==> src/rtl/mem_port_arbiter_pkg.sv <==
// mem_port_arbiter_pkg: shared state encoding and constants for the memory port arbiter
package mem_port_arbiter_pkg;
  typedef enum logic [1:0] {IDLE, D_ACC, I_ACC, RELEASE} state_t;
  localparam int TMO_W = 8;
  localparam logic ERR_NONE = 1'b0;
endpackage

==> src/rtl/mem_port_arbiter_if.sv <==
// mem_port_arbiter_if: single-port memory bus, master side driven by the arbiter
interface mem_port_arbiter_if #(parameter int AW = 32, parameter int DW = 32);
  logic m_req;
  logic m_we;
  logic m_ack;
  logic [AW-1:0] m_addr;
  logic [DW-1:0] m_wdata;
  logic [DW-1:0] m_rdata;
  modport master(output m_req, m_we, m_addr, m_wdata, input m_rdata, m_ack);
  modport slave(input m_req, m_we, m_addr, m_wdata, output m_rdata, m_ack);
endinterface

==> src/rtl/mem_port_fetch_buf.sv <==
// mem_port_fetch_buf: one-entry buffer holding the last fetched word and its address
module mem_port_fetch_buf #(parameter int AW = 32, parameter int DW = 32) (
  input  logic clk,
  input  logic rst,
  input  logic fill,
  input  logic inv,
  input  logic [AW-1:0] fill_addr,
  input  logic [DW-1:0] fill_data,
  input  logic [AW-1:0] look_addr,
  output logic hit,
  output logic [DW-1:0] data
);
  logic valid;
  logic [AW-1:0] tag;
  always_ff @(posedge clk)
    if (rst) valid <= 1'b0;
    else valid <= fill ? 1'b1 : inv ? 1'b0 : valid;
  always_ff @(posedge clk)
    if (fill) begin
      tag <= fill_addr;
      data <= fill_data;
    end
  assign hit = valid && tag == look_addr;
endmodule

==> src/rtl/mem_port_arbiter.sv <==
// mem_port_arbiter: sequences MEM-stage then IF-stage accesses on one memory port and stalls the pipeline; MEM_PORT_IBUF_EN adds a fetch buffer
module mem_port_arbiter
  import mem_port_arbiter_pkg::*;
#(parameter int AW = 32, parameter int DW = 32, parameter int TMO = 255) (
  input  logic clk,
  input  logic rst,
  input  logic if_req,
  input  logic [AW-1:0] if_addr,
  output logic [DW-1:0] if_rdata,
  input  logic d_rd,
  input  logic d_wr,
  input  logic [AW-1:0] d_addr,
  input  logic [DW-1:0] d_wdata,
  output logic [DW-1:0] d_rdata,
  output logic stall,
  output logic err,
  mem_port_arbiter_if.master mem
);
  state_t state, state_d;
  logic d_done, i_done, d_done_d, i_done_d;
  logic [TMO_W-1:0] cnt, cnt_d;
  logic req_d, we_d, err_d;
  logic [AW-1:0] addr_d;
  logic [DW-1:0] wdata_d, if_rdata_d, d_rdata_d, rdata, buf_data;
  logic d_op, acc, tmo, fin, hit;
  assign d_op = d_rd | d_wr;
  assign stall = state != RELEASE && (d_op && !d_done || if_req && !i_done);
  assign acc = state == D_ACC || state == I_ACC;
  assign tmo = acc && !mem.m_ack && cnt == TMO_W'(TMO - 1);
  assign fin = acc && (mem.m_ack || tmo);
  assign rdata = mem.m_ack ? mem.m_rdata : '0;
`ifdef MEM_PORT_IBUF_EN
  logic buf_hit;
  mem_port_fetch_buf #(.AW(AW), .DW(DW)) u_fetch_buf (
    .clk(clk),
    .rst(rst),
    .fill(state == I_ACC && mem.m_ack),
    .inv(d_wr && state == IDLE),
    .fill_addr(mem.m_addr),
    .fill_data(mem.m_rdata),
    .look_addr(if_addr),
    .hit(buf_hit),
    .data(buf_data)
  );
  assign hit = buf_hit && if_req && !d_wr;
`else
  assign hit = 1'b0;
  assign buf_data = '0;
`endif
  always_comb begin
    state_d = state;
    req_d = mem.m_req;
    we_d = mem.m_we;
    addr_d = mem.m_addr;
    wdata_d = mem.m_wdata;
    d_done_d = d_done;
    i_done_d = i_done;
    cnt_d = acc ? cnt + 1'b1 : '0;
    if_rdata_d = if_rdata;
    d_rdata_d = d_rdata;
    err_d = err | tmo;
    case (state)
      IDLE: begin
        i_done_d = hit;
        if_rdata_d = hit ? buf_data : if_rdata;
        if (d_op) begin
          state_d = D_ACC;
          req_d = 1'b1;
          we_d = d_wr;
          addr_d = d_addr;
          wdata_d = d_wdata;
        end else if (hit) state_d = RELEASE;
        else if (if_req) begin
          state_d = I_ACC;
          req_d = 1'b1;
          we_d = 1'b0;
          addr_d = if_addr;
        end
      end
      D_ACC: if (fin) begin
        d_done_d = 1'b1;
        cnt_d = '0;
        d_rdata_d = d_rd ? rdata : d_rdata;
        if (if_req && !i_done) begin
          state_d = I_ACC;
          we_d = 1'b0;
          addr_d = if_addr;
        end else begin
          state_d = RELEASE;
          req_d = 1'b0;
        end
      end
      I_ACC: if (fin) begin
        i_done_d = 1'b1;
        cnt_d = '0;
        if_rdata_d = rdata;
        req_d = 1'b0;
        state_d = RELEASE;
      end
      RELEASE: begin
        state_d = IDLE;
        d_done_d = 1'b0;
        i_done_d = 1'b0;
        cnt_d = '0;
      end
    endcase
  end
  always_ff @(posedge clk)
    if (rst) begin
      state <= IDLE;
      mem.m_req <= 1'b0;
      mem.m_we <= 1'b0;
      mem.m_addr <= '0;
      mem.m_wdata <= '0;
      d_done <= 1'b0;
      i_done <= 1'b0;
      cnt <= '0;
      if_rdata <= '0;
      d_rdata <= '0;
      err <= ERR_NONE;
    end else begin
      state <= state_d;
      mem.m_req <= req_d;
      mem.m_we <= we_d;
      mem.m_addr <= addr_d;
      mem.m_wdata <= wdata_d;
      d_done <= d_done_d;
      i_done <= i_done_d;
      cnt <= cnt_d;
      if_rdata <= if_rdata_d;
      d_rdata <= d_rdata_d;
      err <= err_d;
    end
endmodule

==> src/flat_wrapper.sv <==
// flat-port wrapper written by rule: the top's interface ports become plain ports
module mem_port_arbiter_flat import mem_port_arbiter_pkg::*;
#(parameter int AW = 32, parameter int DW = 32, parameter int TMO = 255)
  (clk, rst, if_req, if_addr, if_rdata, d_rd, d_wr, d_addr, d_wdata, d_rdata, stall, err, mem_m_req, mem_m_we, mem_m_addr, mem_m_wdata, mem_m_rdata, mem_m_ack);
  mem_port_arbiter_if #(.AW(AW), .DW(DW)) mem_i ();
  input  logic clk;
  input  logic rst;
  input  logic if_req;
  input  logic [AW-1:0] if_addr;
  output logic [DW-1:0] if_rdata;
  input  logic d_rd;
  input  logic d_wr;
  input  logic [AW-1:0] d_addr;
  input  logic [DW-1:0] d_wdata;
  output logic [DW-1:0] d_rdata;
  output logic stall;
  output logic err;
  output wire logic [$bits(mem_i.m_req)-1:0] mem_m_req;
  output wire logic [$bits(mem_i.m_we)-1:0] mem_m_we;
  output wire logic [$bits(mem_i.m_addr)-1:0] mem_m_addr;
  output wire logic [$bits(mem_i.m_wdata)-1:0] mem_m_wdata;
  input wire logic [$bits(mem_i.m_rdata)-1:0] mem_m_rdata;
  input wire logic [$bits(mem_i.m_ack)-1:0] mem_m_ack;
  assign mem_m_req = mem_i.m_req;
  assign mem_m_we = mem_i.m_we;
  assign mem_m_addr = mem_i.m_addr;
  assign mem_m_wdata = mem_i.m_wdata;
  assign mem_i.m_rdata = mem_m_rdata;
  assign mem_i.m_ack = mem_m_ack;
  mem_port_arbiter #(.AW(AW), .DW(DW), .TMO(TMO)) u_core (.clk(clk), .rst(rst), .if_req(if_req), .if_addr(if_addr), .if_rdata(if_rdata), .d_rd(d_rd), .d_wr(d_wr), .d_addr(d_addr), .d_wdata(d_wdata), .d_rdata(d_rdata), .stall(stall), .err(err), .mem(mem_i));
endmodule
==> config.mk <==
export PLATFORM = sky130hd
export DESIGN_NAME = mem_port_arbiter_flat
export DESIGN_NICKNAME = d
export VERILOG_FILES = /design/src/rtl/mem_port_arbiter_pkg.sv /design/src/rtl/mem_port_arbiter_if.sv /design/src/rtl/mem_port_fetch_buf.sv /design/src/rtl/mem_port_arbiter.sv /design/src/flat_wrapper.sv
export SDC_FILE = /design/constraint.sdc
export NUM_CORES = 1
export LEC_CHECK = 0
export CORE_MARGIN = 4
export CORE_UTILIZATION = 38
export CTS_BUF_LIST = sky130_fd_sc_hd__clkbuf_16
export DETAILED_ROUTE_END_ITERATION = 7
export PLACE_DENSITY_LB_ADDON = 0.15
export SYNTH_ARGS = -nofsm -noshare
export SYNTH_HDL_FRONTEND = slang
export SYNTH_HIERARCHICAL = 1
export SYNTH_SLANG_ARGS = --single-unit
==> constraint.sdc <==
create_clock -name clk -period 1.81 [get_ports clk]
set_input_delay 0.543 -clock clk [delete_from_list [all_inputs] [get_ports clk]]
set_output_delay 0.543 -clock clk [all_outputs]
set_load 0.01 [all_outputs]
* After elaboration in Yosys (flattened, before gate mapping)
Cells that the tools add are included.
** Word-level totals
- Register bits :: 143
- Bits of input ports :: 134
- Output and inout port bits :: 132
- Logic and storage cells :: 80
** Operators by class
- $add $sub $neg :: 1
- Equal/unequal tests :: 10
- Multiplexer cells :: 29
- Bitwise gates (word level) :: 2
- Reductions and logical operators :: 27
** Operator list (number)
- $mux W32 :: 5
- $pmux W32 S2 :: 1
- $mux W8 :: 2
- $pmux W8 S2 :: 1
- $mux W1 :: 11
- $add A8 B1 Y8 const B :: 1
- $eq A8 B8 Y1 const B :: 1
- $mux W2 :: 4
- $pmux W2 S4 :: 1
- $reduce_and A2 Y1 :: 4
- $logic_and A1 B1 Y1 :: 6
- $ne A2 B2 Y1 const B :: 3
- $pmux W1 S2 :: 3
- $reduce_and A3 Y1 :: 2
- $reduce_bool A2 Y1 :: 3
- $reduce_and A5 Y1 :: 1
- $eq A2 B2 Y1 const B :: 2
- $ne A2 B1 Y1 const B :: 2
- $reduce_and A4 Y1 :: 1
- $reduce_or A2 Y1 :: 2
- $logic_not A1 Y1 :: 3
- $logic_or A1 B1 Y1 :: 3
- $ne A3 B2 Y1 const B :: 1
- $pmux W1 S3 :: 1
- other kinds (4) :: 5

* Depth between registers and ports, before layout
Gate-level depths: netlist of run 1.
- Depth after elaboration :: 8
- Mapped depth :: 9
- Depth with buffers taken out :: 6

* Worst setup path after synthesis of run 1
OpenSTA, ideal clock, no wires.
- Kind :: reg2reg
- Start point :: register u_core.state[0]
- End point :: register u_core.mem.m_addr[15]
- Data arrival time :: 1.693 ns
- Data required time :: 1.664 ns
- Path slack :: -0.029 ns
- Stages on the path, launching flop included :: 9
- Path buffers :: 2
- Cell sequence :: dfxtp_1 -> inv_1 -> ha_1 -> nand4_2 -> o211ai_2 -> and2_1 -> buf_4 -> buf_6 -> a211oi_2
** Between the ends
- Cells in the longest elaborated chain, start to end :: 8
** RTL lines
- from (decl) :: RTL line mem_port_arbiter.sv:19 : state_t state, state_d;
- from (signal assigned) :: RTL line mem_port_arbiter.sv:122 : state <= state_d;
- $eq A2 B1 Y1 or $eq A2 B2 Y1 (tied branches) :: RTL line mem_port_arbiter.sv:28, mem_port_arbiter.sv:62
- $logic_or A1 B1 Y1 :: RTL line mem_port_arbiter.sv:28 : assign acc = state == D_ACC || state == I_ACC;
- $logic_and A1 B1 Y1 (2 in a row) :: RTL line mem_port_arbiter.sv:29 : assign tmo = acc && !mem.m_ack && cnt == TMO_W'(TMO - 1);
- $logic_or A1 B1 Y1 :: RTL line mem_port_arbiter.sv:30 : assign fin = acc && (mem.m_ack || tmo);
- $logic_and A1 B1 Y1 :: RTL line mem_port_arbiter.sv:30
- $ne A2 B1 Y1 (no line)
- $reduce_and A4 Y1 (no line)
- to (signal assigned) :: RTL line mem_port_arbiter.sv:125 : mem.m_addr <= addr_d;
- to (decl) :: RTL line mem_port_arbiter_if.sv:9 : modport master(output m_req, m_we, m_addr, m_wdata, input m_rdata, m_ack);
Parallel ways exist; a longest one is shown, timed or not.
A chain may end at the register's enable or synchronous reset.

* Worst setup path in the final report of run 1
- Start point :: register u_core.state[0]
- End point :: register u_core.mem.m_addr[18]
The elaborated chain is that of the path after synthesis.

==> results of run 1 <==
==> sequential cells by signal, indices dropped and copies added, names as in the netlist <==
name                count
u_core/mem.m_we         1
u_core/i_done           1
u_core/if_rdata        32
u_core/state            2
u_core/d_done           1
u_core/mem.m_req        1
u_core/mem.m_addr      32
u_core/mem.m_wdata     32
u_core/err              1
u_core/cnt              8
u_core/d_rdata         32
==> power groups by stage <==
| stage | Sequential (mW) | Combinational (mW) | Clock, mW |
|---|---|---|---|
| 3_3_place_gp | 3.99 | 4.73 | 0 |
| 6_report | 3.94 | 4.85 | 3.19 |
| 5_1_grt | 4.00 | 5.25 | 3.39 |
| 2_1_floorplan | 4.21 | 2.37 | 0 |
| 3_5_place_dp | 4.01 | 4.85 | 0 |
| 4_1_cts | 3.93 | 4.56 | 3.27 |
==> logic make-up after synthesis <==
| group | count (synthesis) | share of synthesized area |
|---|---|---|
| XOR/XNOR | 6 | 0.00889 |
| AO/OA/AOI/OAI | 118 | 0.144 |
| multiplexers | 96 | 0.162 |
| flip-flops | 143 | 0.484 |
| adder cells (fa/ha/maj) | 6 | 0.0127 |
| AND/OR/NAND/NOR | 198 | 0.143 |
| buffers and inverters | 58 | 0.0442 |
==> per-stage QoR <==
stage | setup TNS, ps | area (µm²) | worst slack [ps] | hold WS, ps
after floorplan | 0 | 5940 | 23.4 | 430
after global placement | -27360 | 9050 | -642 | 443
after detailed placement | -31400 | 9050 | -641 | 446
after CTS | 0 | 9420 | 1.94 | 442
after global routing | -504 | 9560 | -41.8 | 463
final | 0 | 9560 | 0.422 | 449
==> final timing paths <==
| kind | from | end | slack [ps] | cells after the start |
|---|---|---|---|---|
| setup / recovery | u_core/state[0] | u_core/mem.m_addr[18] | 0.4 | 8 |
| hold / removal | u_core/mem.m_wdata[16] | u_core/mem.m_wdata[16] | 450 | 2 |
| setup reg to reg | u_core/state[0] | u_core/mem.m_addr[18] | 0.4 | 8 |
| hold reg to reg | u_core/mem.m_wdata[16] | u_core/mem.m_wdata[16] | 450 | 2 |
==> cell usage after synthesis (2+ instances only) <==
master,n,area share
xor2_1,3,0.0044
xnor2_1,3,0.0044
dfxtp_1,143,0.48
buf_6,2,0.0038
nor2_1,15,0.0095
o21ai_2,2,0.0030
ha_1,6,0.013
a211o_1,2,0.0030
buf_2,17,0.014
a211oi_1,13,0.017
mux2i_1,96,0.16
a211oi_2,20,0.042
inv_1,7,0.0044
nand3_1,35,0.030
nor3_1,3,0.0025
a21oi_1,67,0.057
clkbuf_1,29,0.018
buf_4,2,0.0025
nand2_1,134,0.085
==> layout make-up <==
type | count | share of cell area
clock buffer | 17 | 0.0445
clock inverter | 11 | 0.0109
inverter | 8 | 0.00314
multi-input combinational | 424 | 0.303
sequential | 143 | 0.300
tap | 188 | 0.0246
timing repair buffer | 306 | 0.314
==> critical path, delay by kind of cell, from the launching register on <==
| kind | cells | cell delay, ps |
|---|---|---|
| AND/OR/NAND/NOR | 2 | 380 |
| flip-flops | 1 | 360 |
| AO/OA/AOI/OAI | 2 | 340 |
| buffers and inverters | 3 | 300 |
| adder cells (fa/ha/maj) | 1 | 290 |
==> metal layers <==
layer	vias to the layer above	track usage	share of wire
met1	2559	0.239	0.41
met4	0	0.0595	0.010
met2	204	0.336	0.48
met5	-	0	0
li1	2714	-	-
met3	13	0.0894	0.10
==> repair_timing <==
item / 4_1_cts / 5_1_grt
hold buffers: 0 / 0
gates cloned: 0 / 2
setup buffers: 0 / 2
endpoints found under the setup margin: 179 / 96
pin swaps: 2 / 11
gates resized for setup: 144 / 18
==> flow_metrics.py, run 1 <==
metrics = {
    "synthesis": {
        "synth-edff-count": 0,
        "avgSynthCellArea_um2": 9.46,
        "synth_warnings": 6,
        "synth-seq-area-share": 0.484,
        "synthFlopType": "dfxtp_1",
        "synth_area_um2": 5910,
        "ys_seq_elements": 143,
        "syn-num-nets": 765,
        "synthDistinctLibCells": 45,
        "synthCells": 625,
        "synthArstFlopShare": 0,
    },
    "global_routing": {
        "grt_pass1_wl_um": 29100,
        "gr-total-overflow": 0,
        "grt_max_degree": 53,
        "antenna_found_initial": 0,
        "grt_usage": 0.203,
        "grt_pass1_vias": 5621,
    },
    "timing": {
        "slew_headroom": 0.745,
        "finalSetupViolations": 0,
        "timing.final.crit_share": 1.00,
        "worst_pin_slew_ps": 381,
        "fmax_mhz": 553,
        "final_max_slew_viol_count": 0,
        "hold_viol": 0,
        "rsz0062_at_grt": "true",
        "skew_ps": 5.39,
        "min_period_ps": 1810,
    },
    "pwr": {
        "clockPowerShare": 0.266,
        "ir_drop_mv": 0.653,
        "pwr-share-seq": 0.329,
        "power.switching_mw": 3.90,
        "combPwrFrac": 0.405,
        "switching_share": 0.325,
        "total_power_mw": 12.0,
        "leakage_nw": 4.60,
        "power_density_nw_per_um2": 1250,
        "p_int_mw": 8.08,
    },
    "critical_path": {
        "required_ps": 2090,
        "crit_path_frequent_cell": "buf_12",
        "worstSetupPathType": "reg2reg",
        "crit_chain": "inv_2 -> ha_4 -> nand4_4 -> o211ai_4 -> and2_4 -> buf_12 -> buf_12 -> a211oi_2",
        "cp.arrival_ps": 2090,
        "endpoint_kind": "flop",
        "crit_path_start_kind": "flop",
        "critPathMaxStageDelay_ps": 360,
        "critical_path.max_fanout": 6,
        "slowest_stage": "dfxtp_4",
    },
    "clocking": {
        "clkTransAtPathRegs_ps": 50,
        "tritoncts": "yes",
        "clockBufferDepth": 2,
        "cts.sinks": 143,
        "clock_latency_ps": 410,
        "numCtsBuffers": 17,
        "htree_levels": 4,
        "clockRootBuffer": "clkbuf_16",
    },
    "floorplanning": {
        "coreArea_um2": 15200,
        "start_util": 0.389,
        "fp.dieH_um": 133,
        "die_area_um2": 17600,
        "die_x_um": 133,
        "row_count": 45,
        "pin_count": 266,
    },
    "route": {
        "first_pass_iters": 5,
        "vias": 5490,
        "ant_nets": 0,
        "wirelength_um": 18300,
        "via_per_inst": 5.00,
        "drc": 0,
        "drt_iter0_drc": 211,
        "wire_per_inst_um": 16.7,
    },
    "hold_path": {
        "min_path_type": "reg2reg",
    },
    "layout": {
        "antenna_cells": 0,
        "final_layout_size_suffix_gt1_frac": 0.131,
        "multiInputGateArea_um2": 2890,
        "area_growth_pct": 61.7,
        "final_cell_mix": "dfxtp_1, dlygate4sd2_1, nand2_1, clkdlybuf4s50_1, mux2i_1",
        "fin_nets": 1040,
        "seq_area_um2": 2870,
        "fillers": 1298,
        "instances_no_fill": 1097,
        "fin_util": 0.629,
        "final_common_cell": "dfxtp_1",
    },
    "flow_run": {
        "maxCapViolCount": 0,
    },
    "place": {
        "dp.cells": 1065,
        "port_buffers": 265,
        "routabilityCongestion": 0.844,
        "hpwlAfterDp_um": 13400,
    },
    "status": {
        "outcome": "completed",
    },
}
(Power assumes the default switching activity.)
==> run 2, diff against run 1 <==
--- a/config.mk
+++ b/config.mk
@@ -5,7 +5,7 @@
 export SDC_FILE = /design/constraint.sdc
 export NUM_CORES = 1
 export LEC_CHECK = 0
-export CORE_MARGIN = 4
+export CORE_MARGIN = 1
 export CORE_UTILIZATION = 38
 export CTS_BUF_LIST = sky130_fd_sc_hd__clkbuf_16
 export DETAILED_ROUTE_END_ITERATION = 7
==> run 2 against run 1 <==
  * The run now ends with setup timing left
  * Register-to-register slack about the same
  * Hold slack about the same
  * Via count decreased by 0.16%
  * Combinational power decreased by 1%
  * Sequential power about the same
  * Largest cell class unchanged
  * Largest power group unchanged
==> flow_metrics.py, run 2 (same netlist as run 1, synthesis figures left out) <==
metrics = {
    "timing": {
        "slew_headroom": 0.749,
        "setup_tns_ps": -4.63,
        "fmax_mhz": 552,
        "final_max_slew_viol_count": 0,
        "timing.final.crit_share": 1.00,
        "worst_pin_slew_ps": 367,
        "min_period_ps": 1810,
        "hold_viol": 0,
        "skew_ps": 7.07,
        "setup_ws_ps": -2.74,
        "hold_ws_ps": 450,
        "rsz0062_at_grt": "true",
        "finalSetupViolations": 3,
    },
    "status": {
        "outcome": "complete, but fails checks",
        "violations": "setup timing",
    },
    "route": {
        "via_per_inst": 4.99,
        "wirelength_um": 17300,
        "drc": 0,
        "first_pass_iters": 4,
        "vias": 5481,
        "ant_nets": 0,
        "wire_per_inst_um": 15.8,
        "drt_iter0_drc": 250,
    },
    "floorplanning": {
        "pin_count": 266,
        "coreArea_um2": 15200,
        "fp.dieH_um": 127,
        "row_count": 45,
        "die_area_um2": 16100,
        "die_x_um": 127,
        "start_util": 0.389,
    },
    "critical_path": {
        "cp.arrival_ps": 2090,
        "endpoint_kind": "flop",
        "critical_path.max_fanout": 8,
        "crit_path_start_kind": "flop",
        "required_ps": 2090,
        "worstSetupPathType": "reg2reg",
    },
    "layout": {
        "final_cell_mix": "dfxtp_1, dlygate4sd2_1, nand2_1, clkdlybuf4s50_1, mux2i_1",
        "fillers": 1294,
        "seq_area_um2": 2870,
        "instances_no_fill": 1099,
        "fin_nets": 1038,
        "final_layout_size_suffix_gt1_frac": 0.125,
        "fin_util": 0.629,
        "multiInputGateArea_um2": 2880,
        "antenna_cells": 0,
        "design_area_um2": 9560,
        "final_common_cell": "dfxtp_1",
        "area_growth_pct": 61.7,
    },
    "clocking": {
        "clock_latency_ps": 410,
        "htree_levels": 4,
        "clockRootBuffer": "clkbuf_16",
        "clkTransAtPathRegs_ps": 60,
        "clockBufferDepth": 2,
        "cts.sinks": 143,
        "tritoncts": "yes",
        "numCtsBuffers": 17,
    },
    "hold_path": {
        "min_path_type": "reg2reg",
    },
    "place": {
        "routabilityCongestion": 0.762,
        "placed_area_um2": 8980,
        "post-place-ws_ps": -669,
        "hpwlAfterDp_um": 12100,
        "dp.cells": 1059,
        "port_buffers": 265,
    },
    "flow_run": {
        "maxCapViolCount": 0,
    },
    "global_routing": {
        "gr-total-overflow": 0,
        "grt_usage": 0.211,
        "grt_max_degree": 63,
        "antenna_found_initial": 0,
        "grt_pass1_vias": 5469,
        "grt_pass1_wl_um": 27000,
    },
    "pwr": {
        "power_density_nw_per_um2": 1260,
        "leakage_nw": 4.59,
        "ir_drop_mv": 0.689,
        "total_power_mw": 12.1,
    },
}
## run 2: what timing repair did
action | 4_1_cts | 5_1_grt
pin swaps | 1 | 3
hold buffers | 0 | 0
endpoints found under the setup margin | 201 | 100
resized for setup | 147 | 13
gates cloned | 1 | 2
buffers inserted | 2 | 3
## run 2: layout make-up
class,count,share of cell area
inverter,8,0.00366
clock inverter,15,0.0149
multi-input combinational,424,0.301
timing repair buffer,304,0.312
sequential,143,0.300
tap,188,0.0246
clock buffer,17,0.0445
## run 2: power breakdown
group	internal (mW)	switching (mW)
combinational	2.40	2.40
clock	2.02	1.31
sequential	3.68	0.264
total	8.09	3.98
## run 2: path summary, 6_finish.rpt
| path | start | endpoint | slack, ps | cells after the start |
|---|---|---|---|---|
| worst max-delay path | u_core/state[0] | u_core/mem.m_addr[4] | -3 | 8 |
| worst max register to register | u_core/state[0] | u_core/mem.m_addr[4] | -3 | 8 |
| worst min-delay path | u_core/mem.m_wdata[0] | u_core/mem.m_wdata[0] | 450 | 2 |
| worst min register to register | u_core/mem.m_wdata[0] | u_core/mem.m_wdata[0] | 450 | 2 |
## run 2: critical path, cell delays in order (launching register included)
cell and delay [ps]:
dfxtp_4 390, inv_4 50, ha_4 300, nand4_4 130, o211ai_4 270, and2_4 210
buf_6 120, clkbuf_16 150, a211oi_1 60
## run 2: per-layer routing
layer | up-vias | GRT usage | part of all wire | wire [µm]
met5 | - | 0 | 0 | 0
met4 | 0 | 0.0784 | 0.017 | 289
met3 | 17 | 0.0844 | 0.091 | 1580
met2 | 195 | 0.362 | 0.47 | 8230
met1 | 2550 | 0.236 | 0.42 | 7230
li1 | 2719 | - | - | -
==> run 3, diff against run 2 <==
--- a/config.mk
+++ b/config.mk
@@ -5,11 +5,12 @@
 export SDC_FILE = /design/constraint.sdc
 export NUM_CORES = 1
 export LEC_CHECK = 0
+export CORE_ASPECT_RATIO = 1.2
 export CORE_MARGIN = 1
 export CORE_UTILIZATION = 38
 export CTS_BUF_LIST = sky130_fd_sc_hd__clkbuf_16
 export DETAILED_ROUTE_END_ITERATION = 7
-export PLACE_DENSITY_LB_ADDON = 0.15
+export PLACE_DENSITY = 0.83
 export SYNTH_ARGS = -nofsm -noshare
 export SYNTH_HDL_FRONTEND = slang
 export SYNTH_HIERARCHICAL = 1
==> run 3 against run 2 <==
  * The run now ends clean
  * Hold slack worse by 0.69 ps
  * Die area hardly changed
  * Routed wire length stayed put
  * Largest power group unchanged
==> flow_metrics.py, run 3 (same netlist as run 1, synthesis figures left out) <==
metrics = {
    "critical_path": {
        "slowest_stage": "dfxtp_4",
        "endpoint_kind": "flop",
        "worstSetupPathType": "reg2reg",
        "critical_path.max_fanout": 15,
        "crit_chain": "inv_4 -> ha_4 -> nand4_4 -> o211ai_4 -> buf_12 -> buf_12 -> a21oi_1 -> a211oi_1",
        "cp.arrival_ps": 2100,
        "critPathMaxStageDelay_ps": 380,
        "crit_path_frequent_cell": "buf_12",
        "rr_startpoint": "u_core/state[0]",
        "worstSetupStartpoint": "u_core/state[0]",
        "required_ps": 2130,
        "rrSetupSlack_ps": 20,
        "timing.rr.end": "u_core/mem.m_addr[29]",
        "crit_path_start_kind": "flop",
        "reg2reg_depth": 8,
    },
    "hold_path": {
        "min_from": "u_core/mem.m_wdata[20]",
        "worstHoldEndpoint": "u_core/mem.m_wdata[20]",
        "holdPathStages": 2,
        "min_path_type": "reg2reg",
    },
    "timing": {
        "final_max_slew_viol_count": 0,
        "min_period_ps": 1790,
        "timing.final.crit_share": 0.988,
        "setup_tns_ps": 0,
        "rsz0062_at_grt": "true",
        "slew_headroom": 0.765,
        "worst_pin_slew_ps": 350,
        "hold_viol": 0,
        "skew_ps": 8.22,
        "fmax_mhz": 559,
        "finalSetupViolations": 0,
    },
    "layout": {
        "area_growth_pct": 63.5,
        "final_cell_mix": "dfxtp_1, nand2_1, dlygate4sd2_1, clkdlybuf4s50_1, mux2i_1",
        "final_layout_size_suffix_gt1_frac": 0.135,
        "fin_nets": 1039,
        "antenna_cells": 0,
        "fillers": 1268,
        "design_area_um2": 9670,
        "final_common_cell": "dfxtp_1",
    },
    "floorplanning": {
        "start_util": 0.392,
        "row_count": 49,
        "die_area_um2": 16100,
        "fp.dieH_um": 139,
        "die_x_um": 116,
        "pin_count": 266,
        "coreArea_um2": 15100,
    },
    "route": {
        "via_per_inst": 4.95,
        "ant_nets": 0,
        "drc": 0,
        "wire_per_inst_um": 15.5,
        "drt_iter0_drc": 266,
        "first_pass_iters": 4,
        "vias": 5528,
        "wirelength_um": 17300,
    },
    "place": {
        "routabilityCongestion": 0.806,
        "hpwlAfterDp_um": 12300,
        "port_buffers": 265,
        "placed_area_um2": 9060,
    },
    "global_routing": {
        "grt_usage": 0.209,
        "grt_pass1_wl_um": 26200,
        "grt_pass1_vias": 5421,
        "gr-total-overflow": 0,
        "grt_max_degree": 65,
        "antenna_found_initial": 0,
    },
    "clocking": {
        "clkTransAtPathRegs_ps": 60,
        "clockBufferDepth": 2,
        "tritoncts": "yes",
        "clockRootBuffer": "clkbuf_16",
        "hold_buffers": 0,
        "clock_latency_ps": 410,
        "cts.sinks": 143,
        "htree_levels": 4,
        "numCtsBuffers": 17,
    },
    "pwr": {
        "power_density_nw_per_um2": 1260,
        "ir_drop_mv": 0.693,
        "leakage_nw": 4.61,
    },
    "status": {
        "outcome": "completed",
    },
    "flow_run": {
        "maxCapViolCount": 0,
    },
}
## run 3: power breakdown
part           leakage, nW  internal [mW]  total (mW)  switching [mW]
clock                0.267           1.99        3.28            1.29
sequential            1.17           3.68        3.95           0.269
combinational         3.18           2.50        4.93            2.44
## run 3: layer usage
metal | up-vias | GRT usage | share of wire
met4 | 0 | 0.0830 | 0.020
li1 | 2721 | - | -
met1 | 2540 | 0.215 | 0.40
met5 | - | 0 | 0
met2 | 236 | 0.367 | 0.49
met3 | 31 | 0.0887 | 0.098
## run 3: how the worst max path moves through the flow
stage                                       end  slack, ps
after CTS                                 stall          2
final                     u_core/mem.m_addr[29]         20
after global routing            u_core/mem.m_we        -30
after detailed placement                  stall       -660
after global placement                    stall       -600
after floorplan           u_core/mem.m_addr[15]         20
## run 3: repair_timing
action / CTS / global route
pin swaps: 3 / 14
gates resized for setup: 149 / 25
setup endpoints to repair: 167 / 81
gates cloned: 0 / 3
buffers inserted: 1 / 3
## run 3: through the flow
step / power, mW / instances / hold slack [ps] / utilization / setup WS [ps]
finish: 12.2 / 1116 / 449 / 0.641 / 22.5
global route: 12.8 / 1116 / 469 / 0.641 / -30.0
CTS: 11.8 / 1110 / 451 / 0.629 / 2.08
detailed placement: 8.77 / 1077 / 446 / 0.601 / -658
global placement: 8.64 / 1077 / 441 / 0.601 / -598
floorplan: 6.57 / 625 / 430 / - / 23.4
## run 3: cell type report
cell class                      instances  area (µm²)  area share
Clock inverter                         15         128      0.0132
Clock buffer                           17         425      0.0440
Multi-Input combinational cell        424        2920       0.301
Sequential cell                       143        2870       0.297
Inverter                                8        35.0     0.00362
Timing Repair Buffer                  305        3040       0.314
Tap cell                              204         255      0.0264
## run 3: critical path, delay by kind of cell (launching register included)
kind	cells	cell delay, ps
fa+ha+maj	1	300
flops	1	380
compound gates	3	550
buf+inv	3	330
simple gates	1	120
